## src/rtl/selector_jugador_ctrl.sv

```systemverilog
// rtl/selector_jugador_ctrl.sv - debounced two-button sprite selector with vblank-aligned commit

// Debouncer FSM for one synchronized, active-high button level.
// evento is a one-cycle strobe on the CONF_PRES to PRESIONADO transition only.
module selector_jugador_ctrl_debounce #(
  parameter int DEBOUNCE_CYCLES = 500000
) (
  input  logic clk,
  input  logic rst,
  input  logic level,
  output logic evento
);
  typedef enum logic [1:0] {SUELTO, CONF_PRES, PRESIONADO, CONF_SUELTA} estado_t;

  localparam int CW = $clog2(DEBOUNCE_CYCLES + 1);
  // The cycle that enters a confirm state is not counted, so the last
  // stable cycle sees the counter at DEBOUNCE_CYCLES-1.
  localparam logic [CW-1:0] CNT_LAST = CW'(DEBOUNCE_CYCLES - 1);

  estado_t         estado, estado_d;
  logic [CW-1:0]   cnt, cnt_d;

  // State and stability counter registers
  always_ff @(posedge clk) begin
    if (rst) begin
      estado <= SUELTO;
      cnt    <= '0;
    end else begin
      estado <= estado_d;
      cnt    <= cnt_d;
    end
  end

  // Next state; counter defaults to zero so it clears on every state change
  always_comb begin
    estado_d = estado;
    cnt_d    = '0;
    evento   = 1'b0;
    case (estado)
      SUELTO: begin
        if (level) estado_d = CONF_PRES;
      end
      CONF_PRES: begin
        if (!level) begin
          estado_d = SUELTO;
        end else if (cnt == CNT_LAST) begin
          estado_d = PRESIONADO;
          evento   = 1'b1;
        end else begin
          cnt_d = cnt + 1'b1;
        end
      end
      PRESIONADO: begin
        if (!level) estado_d = CONF_SUELTA;
      end
      CONF_SUELTA: begin
        if (level) begin
          estado_d = PRESIONADO;
        end else if (cnt == CNT_LAST) begin
          estado_d = SUELTO;
        end else begin
          cnt_d = cnt + 1'b1;
        end
      end
      default: estado_d = SUELTO;
    endcase
  end
endmodule

// Top: synchronizers, two debouncers, staged selection and line-aligned commit.
module selector_jugador_ctrl #(
  parameter int DEBOUNCE_CYCLES = 500000,
  parameter int V_COMMIT_LINE   = 480
) (
  input  logic       clk,
  input  logic       rst,
  input  logic       boton_sig,
  input  logic       boton_ant,
  input  logic [9:0] cuentaY,
  output logic [1:0] contador_seleccionador,
  output logic       cambio,
  output logic       pendiente
);
  logic [1:0] sync_sig, sync_ant;
  logic       ev_sig, ev_ant;
  logic [1:0] sel_next, sel_d;
  logic       commit;

  function automatic logic [1:0] paso_sig(input logic [1:0] v);
    case (v)
      2'b00:   paso_sig = 2'b01;
      2'b01:   paso_sig = 2'b10;
      default: paso_sig = 2'b00;
    endcase
  endfunction

  function automatic logic [1:0] paso_ant(input logic [1:0] v);
    case (v)
      2'b00:   paso_ant = 2'b10;
      2'b10:   paso_ant = 2'b01;
      default: paso_ant = 2'b00;
    endcase
  endfunction

  // Two-flop synchronizers on the inverted (active-high) raw buttons
  always_ff @(posedge clk) begin
    if (rst) begin
      sync_sig <= '0;
      sync_ant <= '0;
    end else begin
      sync_sig <= {sync_sig[0], ~boton_sig};
      sync_ant <= {sync_ant[0], ~boton_ant};
    end
  end

  selector_jugador_ctrl_debounce #(.DEBOUNCE_CYCLES(DEBOUNCE_CYCLES)) u_deb_sig (
    .clk    (clk),
    .rst    (rst),
    .level  (sync_sig[1]),
    .evento (ev_sig)
  );

  selector_jugador_ctrl_debounce #(.DEBOUNCE_CYCLES(DEBOUNCE_CYCLES)) u_deb_ant (
    .clk    (clk),
    .rst    (rst),
    .level  (sync_ant[1]),
    .evento (ev_ant)
  );

  // Post-event staged value; simultaneous events cancel each other
  always_comb begin
    sel_d = sel_next;
    if (ev_sig && !ev_ant)      sel_d = paso_sig(sel_next);
    else if (ev_ant && !ev_sig) sel_d = paso_ant(sel_next);
    commit = pendiente && (cuentaY == 10'(V_COMMIT_LINE));
  end

  // Staged selection, pending flag and committed output registers
  always_ff @(posedge clk) begin
    if (rst) begin
      sel_next               <= 2'b00;
      pendiente              <= 1'b0;
      contador_seleccionador <= 2'b00;
      cambio                 <= 1'b0;
    end else begin
      sel_next <= sel_d;
      cambio   <= 1'b0;
      if (commit) begin
        // Commit wins over a same-cycle event: the event's value is taken, pending cleared
        contador_seleccionador <= sel_d;
        cambio                 <= (sel_d != contador_seleccionador);
        pendiente              <= 1'b0;
      end else if (ev_sig != ev_ant) begin
        pendiente <= 1'b1;
      end
    end
  end
endmodule

```

## config.mk

```make
export PLATFORM = sky130hd
export DESIGN_NAME = selector_jugador_ctrl
export DESIGN_NICKNAME = d
export VERILOG_FILES = /design/src/rtl/selector_jugador_ctrl.sv
export SDC_FILE = /design/constraint.sdc
export NUM_CORES = 1
export LEC_CHECK = 0
export CORE_UTILIZATION = 45
export CTS_CLUSTER_DIAMETER = 200
export DETAILED_ROUTE_END_ITERATION = 6
export PLACE_DENSITY = 0.71
export SETUP_SLACK_MARGIN = 0.5
export SKIP_LAST_GASP = 1
export SYNTH_ARGS = -nofsm -noshare
export SYNTH_HDL_FRONTEND = slang
export SYNTH_SLANG_ARGS = --single-unit
export TNS_END_PERCENT = 100
```

## constraint.sdc

```tcl
create_clock -name clk -period 3.1 [get_ports clk]
set_input_delay 0.775 -clock clk [delete_from_list [all_inputs] [get_ports clk]]
set_output_delay 0.775 -clock clk [all_outputs]
set_load 0.01 [all_outputs]
```

==> run summary <==
outcome: finished clean
Slew HR: 46.1%
average wire per cell in the routed design: 12.6 microns
distinct cell type count after synthesis: 46
net count of the mapped netlist: 304
endpoint required time on the critical path: 3.31 ns
fraction of the cycle the final worst path needs: 80.4%
Worst R2R Setup Slack: 0.61 ns
clock transition at the registers of the reported paths: 0.09 ns
leakage power of the design: 0.900 nW
reg2reg end: contador_seleccionador[0]
via count of the first global-routing pass: 1,807
number of optimization iterations in the first detailed-route pass: 4
pin count of the biggest net entering global routing: 20
number of storage elements in the synthesis netlist: 52
ratio of cells with drive above 1 in the final layout: 11.4%
Detailed Route Iter0 Violations: 134
first-pass GRT wire length: 7960 microns
via count: 2,025
clock root buffer master: sky130_fd_sc_hd__clkbuf_8
number of levels in the clock H-tree: 2
final hold vios: 0
maximum ir drop on the vdd rail: 0.323 mV
worst-case hold path end point: u_deb_sig.cnt[0]
data arrival time of the worst path: 2.70 ns
cell count after synthesis: 286
fraction of registers with async set/reset: 0%
clock latency on the worst-skew pair: 0.30 ns
Post-layout nets: 324
number of buffers added by the clock tree synthesis step: 5
Setup violations, final: 0
Total Neg Setup Slack: 0 ns
leftover overflow at the end of global routing: 0
Avg Inst Size Synth: 8.82 sq um
final WL: 4740 microns
area growth from synthesis to layout: 15.7%
master of the slowest instance on the critical path: sky130_fd_sc_hd__nor4b_2
Yosys warnings: 0
number of input and output port buffers inserted: 17
highest achievable clock rate: 0.401 GHz
cell-by-cell trace of the critical path: nor4b_2, nand3_1, nor3b_4, nand4b_1, ha_2, dlymetal6s2s_1, and3b_1, o31a_1, mux2i_1, nor2_1
starting utilization of the core area: 48.2%
number of slew-limit violations in the final report: 0
class of the tightest hold or removal check: flip-flop to flip-flop
startpoint of the tightest hold check path: u_deb_sig.cnt[0]
Buffers & Inverters on Critical Path: 1
total half-perimeter wirelength after legalization and detailed placement: 3190 microns
Netlist Area Pre-Place: 0.00252 sq mm
Placeable Area: 0.00524 sq mm
row cnt: 26
number of nets with antenna violations after detailed routing: 0
Vias per Instance: 5.39
Critical R2R Launch: u_deb_sig.cnt[7]
Bufs on Longest Clock Path: 2
Power Dens Cells: 366 mW/mm^2
remaining routing DRC violations: 0
CTS sink cnt: 52
transition at the pin with the smallest max-transition slack: 0.809 ns
max-cap violation count: 0
startpoint type of the worst setup path: flip-flop
final worst path period need: 2.49 ns
antenna violations before repair: 0
unrepaired setup endpoints after global routing: true
endpoint type of the worst setup path: flip-flop
routability-driven placement congestion ratio: 0.807
Synth Flop Type: sky130_fd_sc_hd__dfxtp_1
floorplan die width: 76.9 microns
worst hold path stage count: 1
Chip Height: 76.9 microns
top fanout value on the critical path: 5
Boundary Pins: 18
critical path class: flip-flop to flip-flop
cell family with most CP delay: simple AND/OR/NAND/NOR gates
die area: 0.00591 sq mm
antenna fix cells: 0
Hold-fix buffers, CTS: 0
CTS tree: built
delay of the slowest cell on the worst path: 0.38 ns
clock skew after layout: 0.00815 ns
number of cells traversed by the worst register-to-register path: 10
Tot GR Track Use: 16.5%
number of flops mapped to enable cells by yosys: 0
Core Util, Final: 55.8%
sequential-to-total area share from yosys stat: 41.2%
==> routing by layer <==
layer / vias up / share of wire (%) / track usage [%]
met5: - / 0 / 0
met4: 0 / 1.4 / 6.15
met3: 8 / 3.7 / 4.17
met2: 35 / 45 / 27.1
met1: 927 / 50 / 20.6
li1: 1055 / - / -
==> worst max-delay path by stage <==
| stage | startpoint | to | slack (ns) | cells past startpoint |
|---|---|---|---|---|
| after floorplan | u_deb_sig.cnt[0] | cambio | 0.59 | 12 |
| after global placement | u_deb_sig.cnt[0] | contador_seleccionador[0] | 0.53 | 10 |
| after detailed placement | u_deb_sig.cnt[0] | contador_seleccionador[0] | 0.45 | 10 |
| after CTS | u_deb_ant.cnt[0] | cambio | 0.49 | 10 |
| after global routing | u_deb_ant.cnt[6] | contador_seleccionador[1] | 0.46 | 10 |
| final | u_deb_sig.cnt[7] | contador_seleccionador[0] | 0.61 | 10 |
==> cells by family after synthesis <==
kind of cell,Yosys count,synth area share [%]
DFF,52,41.2
buffers and inverters,21,3.82
AOI/OAI and AO/OA,28,7.54
and+or+nand+nor,145,32.7
adders and majority gates,4,1.98
xor gates and xnor gates,32,11.1
muxes,4,1.59
==> cell usage after synthesis (all sizes together), types with 4 or more instances <==
cell	instances	area, sq um
xnor2	18	158
nor2b	8	50.1
nor3	7	35.0
o21ai	7	42.5
nor4b	4	35.0
dfxtp	52	1040
and2	4	25.0
nand4	18	134
inv	9	33.8
mux2i	4	40.0
and4	5	43.8
nor2	45	169
clkbuf	5	18.8
xor2	14	123
a21oi	9	48.8
nand2	12	45.0
ha	4	50.1
buf	7	43.8
nor4	9	62.6
nand3	14	70.1
==> metrics by stage <==
step | instance area (sq um) | power, W | setup slack [ns] | hold WS, ns | cells
finish | 2920 | 0.00107 | 0.608 | 0.431 | 376
global route | 2920 | 0.00111 | 0.459 | 0.454 | 376
CTS | 2830 | 0.00108 | 0.493 | 0.447 | 370
detailed placement | 2730 | 0.000714 | 0.449 | 0.425 | 363
global placement | 2730 | 0.000714 | 0.528 | 0.416 | 363
floorplan | 2520 | 0.000695 | 0.589 | 0.414 | 286
==> sequential cells by signal, indices dropped and copies added (netlist names), named ones only <==
register                count
sync_ant                    2
contador_seleccionador      2
sel_next                    2
sync_sig                    2
pendiente                   1
cambio                      1
u_deb_ant.estado            1
u_deb_ant.cnt              19
u_deb_sig.cnt              19
u_deb_sig.estado            1
==> worst reg2reg max path, cell delays in order (launching register included) <==
cell                             delay, ns
sky130_fd_sc_hd__dfxtp_1              0.37
sky130_fd_sc_hd__nor4b_2              0.38
sky130_fd_sc_hd__nand3_1              0.18
sky130_fd_sc_hd__nor3b_4              0.26
sky130_fd_sc_hd__nand4b_1             0.15
sky130_fd_sc_hd__ha_2                 0.24
sky130_fd_sc_hd__dlymetal6s2s_1       0.18
sky130_fd_sc_hd__and3b_1              0.17
sky130_fd_sc_hd__o31a_1               0.29
sky130_fd_sc_hd__mux2i_1              0.14
sky130_fd_sc_hd__nor2_1               0.05
==> power breakdown <==
group,switching [W],internal [W],total (W)
clock,0.000215,0.000153,0.000369
combinational,0.00000840,0.0000182,0.0000266
sequential,0.00000217,0.000670,0.000673
total,0.000226,0.000842,0.00107
==> repair_timing <==
| item | CTS | global route |
|---|---|---|
| gates resized for setup | 3 | 11 |
| setup endpoints to repair | 3 | 5 |
| buffers inserted | 0 | 6 |
| pin swaps | 1 | 4 |
| cloned | 0 | 0 |
==> cell type report <==
| class | count | area [sq um] |
|---|---|---|
| clock buffer | 5 | 68.8 |
| clock inverter | 2 | 12.5 |
| inverter | 9 | 33.8 |
| timing repair buffer | 25 | 235 |
| fill | 463 | 2320 |
| sequential | 52 | 1040 |
| tap | 70 | 87.6 |
| multi-input combinational | 213 | 1440 |
==> cell usage in the layout, fill, tap and decap left out, types with 8 or more instances in the layout <==
master	Yosys	final
sky130_fd_sc_hd__clkdlybuf4s50_1	0	17
sky130_fd_sc_hd__nor2b_1	8	8
sky130_fd_sc_hd__xor2_1	14	14
sky130_fd_sc_hd__nand4_1	16	16
sky130_fd_sc_hd__inv_1	9	9
sky130_fd_sc_hd__nor2_1	45	44
sky130_fd_sc_hd__a21oi_1	8	8
sky130_fd_sc_hd__nand3_1	14	13
sky130_fd_sc_hd__dfxtp_1	52	50
sky130_fd_sc_hd__xnor2_1	18	18
sky130_fd_sc_hd__nor4_1	8	8
sky130_fd_sc_hd__nand2_1	12	11
Power figures use the tool's default switching activity.
